[config.mk]
export PLATFORM = sky130hd
export DESIGN_NAME = inc_dec_detector_p
export DESIGN_NICKNAME = d
export VERILOG_FILES = /design/src/rtl/inc_dec_detector_p.sv
export SDC_FILE = /design/constraint.sdc
export NUM_CORES = 1
export LEC_CHECK = 0
export ABC_AREA = 0
export CAP_MARGIN = 20
export CORE_UTILIZATION = 25
export CTS_CLUSTER_DIAMETER = 80
export DETAILED_ROUTE_END_ITERATION = 8
export PLACE_DENSITY_LB_ADDON = 0.3
export SETUP_SLACK_MARGIN = 0.02
export SYNTH_ARGS = -nofsm -noshare
export SYNTH_HDL_FRONTEND = slang
export SYNTH_SLANG_ARGS = --single-unit
[constraint.sdc]
create_clock -name clk -period 1.9 [get_ports clk]
set_input_delay 0.19 -clock clk [delete_from_list [all_inputs] [get_ports clk]]
set_output_delay 0.19 -clock clk [all_outputs]
set_load 0.02 [all_outputs]
[src/rtl/inc_dec_detector_p.sv]
// ---------------------------------------------------------------------------
// inc_dec_detector_p
//
// Purpose:
//   Watches a qualified byte stream (one byte per cycle) and counts keyword
//   occurrences. "INC" increments the counter, "DEC" decrements it and, when
//   enabled, "CLR" zeroes the counter and both sticky flags. The counter can
//   wrap or saturate. Lowercase letters can optionally be folded to uppercase.
//   The block never back-pressures the stream.
//
// Handshake:
//   valid qualifies data. A byte is consumed on every rising edge where
//   valid=1. There is no ready signal, because the block always accepts. On
//   valid=0 cycles the history holds and no compare is made.
//
// Parameters:
//   CNT_W     counter width in bits (2..32)
//   SATURATE  0 = wrap modulo 2^CNT_W, 1 = clamp at 0 / 2^CNT_W-1
//   CASE_FOLD 1 = map 0x61..0x7A to 0x41..0x5A before storing/comparing
//   CLR_EN    1 = recognise "CLR", 0 = ignore it (hit_clr held at 0)
//
// Ports:
//   clk      in   rising-edge clock
//   rst      in   synchronous active-low reset
//   data     in   [7:0] streaming byte
//   valid    in   data qualifier
//   cnt      out  [CNT_W-1:0] keyword counter
//   hit_inc  out  one-cycle pulse after an "INC" match
//   hit_dec  out  one-cycle pulse after a "DEC" match
//   hit_clr  out  one-cycle pulse after a "CLR" match
//   ovf      out  sticky, an increment went past max
//   unf      out  sticky, a decrement went below zero
// ---------------------------------------------------------------------------
module inc_dec_detector_p #(
    parameter int unsigned CNT_W     = 16,
    parameter int unsigned SATURATE  = 0,
    parameter int unsigned CASE_FOLD = 0,
    parameter int unsigned CLR_EN    = 1
) (
    input  logic             clk,
    input  logic             rst,
    input  logic [7:0]       data,
    input  logic             valid,
    output logic [CNT_W-1:0] cnt,
    output logic             hit_inc,
    output logic             hit_dec,
    output logic             hit_clr,
    output logic             ovf,
    output logic             unf
);

    localparam logic [23:0]      KW_INC   = 24'h494E43;  // "INC"
    localparam logic [23:0]      KW_DEC   = 24'h444543;  // "DEC"
    localparam logic [23:0]      KW_CLR   = 24'h434C52;  // "CLR"
    localparam logic [CNT_W-1:0] CNT_MAX  = '1;
    localparam logic [CNT_W-1:0] CNT_ZERO = '0;
    localparam logic [CNT_W-1:0] CNT_ONE  = {{(CNT_W-1){1'b0}}, 1'b1};

    // Two-byte history: h1 is the older byte and h0 is the newer byte.
    logic [7:0]       h1_q, h1_d;
    logic [7:0]       h0_q, h0_d;
    logic [CNT_W-1:0] cnt_q, cnt_d;
    logic             hit_inc_q, hit_inc_d;
    logic             hit_dec_q, hit_dec_d;
    logic             hit_clr_q, hit_clr_d;
    logic             ovf_q, ovf_d;
    logic             unf_q, unf_d;

    logic [7:0]       byte_f;
    logic [23:0]      window;
    logic             match_inc;
    logic             match_dec;
    logic             match_clr;

    // Case folding is applied before the byte is stored. The history
    // therefore always holds folded bytes, and a mixed-case keyword split by
    // gaps still matches.
    always_comb begin
        byte_f = data;
        if ((CASE_FOLD != 0) && (data >= 8'h61) && (data <= 8'h7A)) begin
            byte_f = data - 8'h20;
        end
    end

    assign window = {h1_q, h0_q, byte_f};

    // The keywords are distinct 3-byte strings. At most one of these can be
    // high in a cycle.
    assign match_inc = valid && (window == KW_INC);
    assign match_dec = valid && (window == KW_DEC);
    assign match_clr = valid && (CLR_EN != 0) && (window == KW_CLR);

    always_comb begin
        h1_d      = h1_q;
        h0_d      = h0_q;
        cnt_d     = cnt_q;
        ovf_d     = ovf_q;
        unf_d     = unf_q;
        hit_inc_d = 1'b0;
        hit_dec_d = 1'b0;
        hit_clr_d = 1'b0;

        // The history keeps shifting after a match. No keyword overlaps
        // itself, so no flush is needed.
        if (valid) begin
            h1_d = h0_q;
            h0_d = byte_f;
        end

        if (match_inc) begin
            hit_inc_d = 1'b1;
            if (cnt_q == CNT_MAX) begin
                ovf_d = 1'b1;
                cnt_d = (SATURATE != 0) ? CNT_MAX : CNT_ZERO;
            end else begin
                cnt_d = cnt_q + CNT_ONE;
            end
        end else if (match_dec) begin
            hit_dec_d = 1'b1;
            if (cnt_q == CNT_ZERO) begin
                unf_d = 1'b1;
                cnt_d = (SATURATE != 0) ? CNT_ZERO : CNT_MAX;
            end else begin
                cnt_d = cnt_q - CNT_ONE;
            end
        end else if (match_clr) begin
            hit_clr_d = 1'b1;
            cnt_d     = CNT_ZERO;
            ovf_d     = 1'b0;
            unf_d     = 1'b0;
        end
    end

    // Reset wins over a byte sampled on the same edge. A partial keyword
    // that is in flight across a reset is lost.
    always_ff @(posedge clk) begin
        if (!rst) begin
            h1_q      <= 8'h00;
            h0_q      <= 8'h00;
            cnt_q     <= CNT_ZERO;
            hit_inc_q <= 1'b0;
            hit_dec_q <= 1'b0;
            hit_clr_q <= 1'b0;
            ovf_q     <= 1'b0;
            unf_q     <= 1'b0;
        end else begin
            h1_q      <= h1_d;
            h0_q      <= h0_d;
            cnt_q     <= cnt_d;
            hit_inc_q <= hit_inc_d;
            hit_dec_q <= hit_dec_d;
            hit_clr_q <= hit_clr_d;
            ovf_q     <= ovf_d;
            unf_q     <= unf_d;
        end
    end

    assign cnt     = cnt_q;
    assign hit_inc = hit_inc_q;
    assign hit_dec = hit_dec_q;
    assign hit_clr = hit_clr_q;
    assign ovf     = ovf_q;
    assign unf     = unf_q;

endmodule

==> run_results.csv <==
group,metric,value,unit
status,status,"completed",
cells_and_area,final_nets,375,
worst_setup_path,setup.worst_path.class,"reg -> out",
timing,fmax,545.8,MHz
worst_hold_path,holdCritStartpoint,"data[7]",
worst_setup_path,r2r-end,"cnt[11]$_SDFFE_PN0P_",
worst_setup_path,cp_max_fo,10,
worst_setup_path,worst-path-stages,2,
pwr,total_power,1.486,mW
worst_hold_path,hold_depth,3,
placed_design,hpwl,5300,um
worst_setup_path,cpPeakStageDelay,0.62,ns
clock_network,numCtsBuffers,5,
yosys,synth_area_leaders,"dfxtp_1, mux2i_1, nor2b_1, xor2_1, o21ai_0",
clock_network,cts_tree,"done",
pwr,ir_drop,0.2338,mV
clock_network,clock_path_buffers,2,
floorplanning,die-area,9903,um^2
detailed_routing,first_pass_iters,5,
worst_setup_path,crit_chain,"buf_4 > clkdlybuf4s50_1",
worst_setup_path,cp.arrival,1.64,ns
placed_design,place_ws,-0.2615,ns
yosys,syn_avg_cell_area,8.460,um^2
clock_network,clockRootBuffer,"clkbuf_8",
cells_and_area,antennaDiodeCount,0,
yosys,netlist_area,2377,um^2
timing,setup_viol_count_final,0,
timing,tightest_slew,0.3362,ns
detailed_routing,dr.first_iter.drc_count,110,
detailed_routing,drtAntennaViolNets,0,
timing,finClkSkew,0.006786,ns
yosys,synth_nets,295,
timing,layout_min_cycle_time,1.832,ns
yosys,synth_enable_flop_cells,0,
yosys,yosysTopAreaCell,"dfxtp_1",
timing,relSlewSlack,0.7756,
grt,grt_pass1_wl,11860,um
worst_setup_path,end_kind,"output port",
worst_setup_path,r2r_slack,0.08,ns
clock_network,cts_hold_buffers,0,
grt,grt_max_degree,20,
timing,maxSlewViolCount,0,
timing,fin_ws,0.06768,ns
floorplanning,fp.coreArea,9240,um^2
floorplanning,die_width,99.52,um
grt,track_usage,0.1515,
timing,grt_setup_unrepaired,"true",
yosys,synth.top_cell.area_share,0.3116,
worst_setup_path,cp_top_family,"buffers and inverters",
detailed_routing,avgRoutedWirePerCell,15.03,um
pwr,p_leak,1.409,nW
worst_setup_path,start_kind,"flip-flop",
yosys,ys_seq_area_frac,0.3116,
timing,holdWs,0.2562,ns
yosys,synth-main-ff-cell,"dfxtp_1",
yosys,ys_ff_latch,37,
timing,finalCritPeriodShare,0.9644,
yosys,yosysWarnings,0,
clock_network,path_clk_slew,0.08,ns
yosys,ys_types,56,
cells_and_area,drive_gt1_frac,0.3232,
grt,antenna_found_initial,0,
worst_setup_path,reg2regPathDepth,8,
detailed_routing,num_vias,2439,
cells_and_area,area_growth,46.95,%
floorplanning,ios,32,
clock_network,clk-insertion-delay-late,0.30,ns
detailed_routing,drc,0,
worst_hold_path,hp-class,"in -> reg",
grt,grt_pass1_vias,2344,
yosys,ys_top_cells_by_count,"dfxtp_1, nand2_1, nor2b_1",
grt,overflow,0,
floorplanning,die_y,99.52,um
floorplanning,start_util,0.2573,
placed_design,portBuffers,31,
job,maxCapViolCount,0,
detailed_routing,postRouteWirelength,7380,um
worst_hold_path,whs_endpoint,"h0_q[7]$_SDFFE_PN0P_",
worst_setup_path,reg2reg_from,"cnt[3]$_SDFFE_PN0P_",
yosys,synth_most_common_cell,"dfxtp_1",
placed_design,gp_congestion,0.8471,
worst_setup_path,cp_slowest_cell,"clkdlybuf4s50_1",
worst_setup_path,critPathBufInv,2,
pwr,power_density,425.5,nW/um^2
timing,final_hold_viol_count,0,
detailed_routing,via_per_inst,4.967,
floorplanning,num_rows,35,
cells_and_area,postLayoutCoreUtil,0.3781,
yosys,async_reset_ff_frac,0,
yosys,syn_inst,281,
clock_network,clock_sinks,37,
worst_setup_path,cp.required,1.71,ns
clock_network,cts_max_level,2,
==> cells in the final DEF (no fill, tap or decap), drive strengths merged, types with 3 or more instances in the layout <==
cell | Yosys | routed
nand4 | 8 | 8
nand3 | 12 | 12
nor2 | 16 | 16
and3 | 3 | 3
o221a | 4 | 4
nor3b | 3 | 3
and4bb | 5 | 5
nor4b | 3 | 3
dfxtp | 37 | 37
and2 | 6 | 6
nand2 | 19 | 19
xor2 | 10 | 10
clkbuf | 12 | 7
o21ai | 16 | 16
nor2b | 17 | 17
o221ai | 3 | 3
a21oi | 15 | 15
nor3 | 13 | 13
clkdlybuf4s50 | 0 | 29
o22ai | 5 | 5
buf | 11 | 64
nor4 | 7 | 7
ha | 3 | 3
inv | 3 | 3
mux2i | 15 | 15
xnor2 | 6 | 6
==> layer usage <==
layer / vias to the layer above / GRT usage / share of wire
met5: - / 0 / 0
met4: 0 / 0.04751 / 0.025
met3: 16 / 0.02389 / 0.030
met2: 56 / 0.2505 / 0.45
met1: 1152 / 0.2018 / 0.49
li1: 1215 / - / -
==> where the power goes <==
group	total (mW)	internal, mW	leakage, nW	switching [mW]
Sequential	0.800	0.786	0.305	0.0139
Clock	0.584	0.259	0.0374	0.325
Combinational	0.102	0.0602	1.07	0.0422
==> cell families after synthesis <==
kind of cell / after synthesis / synth area share
AOI/OAI and AO/OA: 67 / 0.1984
muxes: 15 / 0.06316
xor gates and xnor gates: 16 / 0.05895
and+or+nand+nor: 117 / 0.3047
adders and majority gates: 3 / 0.01579
DFF: 37 / 0.3116
buffers and inverters: 26 / 0.04737
==> metrics by stage <==
step	cell area, um^2	TNS, ns	std cells
floorplan	2391	0	281
global placement	3198	-3.601	476
detailed placement	3198	-4.037	476
CTS	3308	0	485
global route	3493	-0.005760	491
finish	3493	0	491
==> worst max-delay path by stage <==
stage | startpoint | to | slack (ns)
2_1_floorplan | cnt[9]$_SDFFE_PN0P_ | cnt[4]$_SDFFE_PN0P_ | 0.05
3_3_place_gp | data[2] | cnt[14]$_SDFFE_PN0P_ | -0.23
3_5_place_dp | data[2] | cnt[11]$_SDFFE_PN0P_ | -0.26
4_1_cts | h0_q[3]$_SDFFE_PN0P_ | cnt[11]$_SDFFE_PN0P_ | 0.003
5_1_grt | h0_q[0]$_SDFFE_PN0P_ | cnt[11]$_SDFFE_PN0P_ | -0.006
6_report | cnt[2]$_SDFFE_PN0P_ | cnt[2] | 0.07
==> worst min-delay path: cells and delay by family <==
kind	cells	cell delay, ns
muxes	1	0.09
buffers and inverters	1	0.15
and+or+nand+nor	1	0.09
==> what timing repair did <==
action | CTS | global route
buffers inserted | 1 | 5
setup endpoints to repair | 14 | 18
pin swaps | 1 | 11
gates resized for setup | 2 | 34
cloned | 0 | 1
==> area by class of cell <==
cell class | instances | area, um^2
Multi-Input combinational cell | 218 | 1627
Clock buffer | 6 | 72.57
Timing Repair Buffer | 96 | 844.6
Tap cell | 129 | 161.4
Sequential cell | 37 | 762.0
Inverter | 3 | 11.26
Clock inverter | 2 | 15.01
Fill cell | 937 | 5747
==> registers in the layout, indices dropped and copies added (netlist names) <==
signal	count
unf	1
cnt	16
hit_dec	1
hit_inc	1
hit_clr	1
ovf	1
h0_q	8
h1_q	8
(Power assumes the default switching activity.)
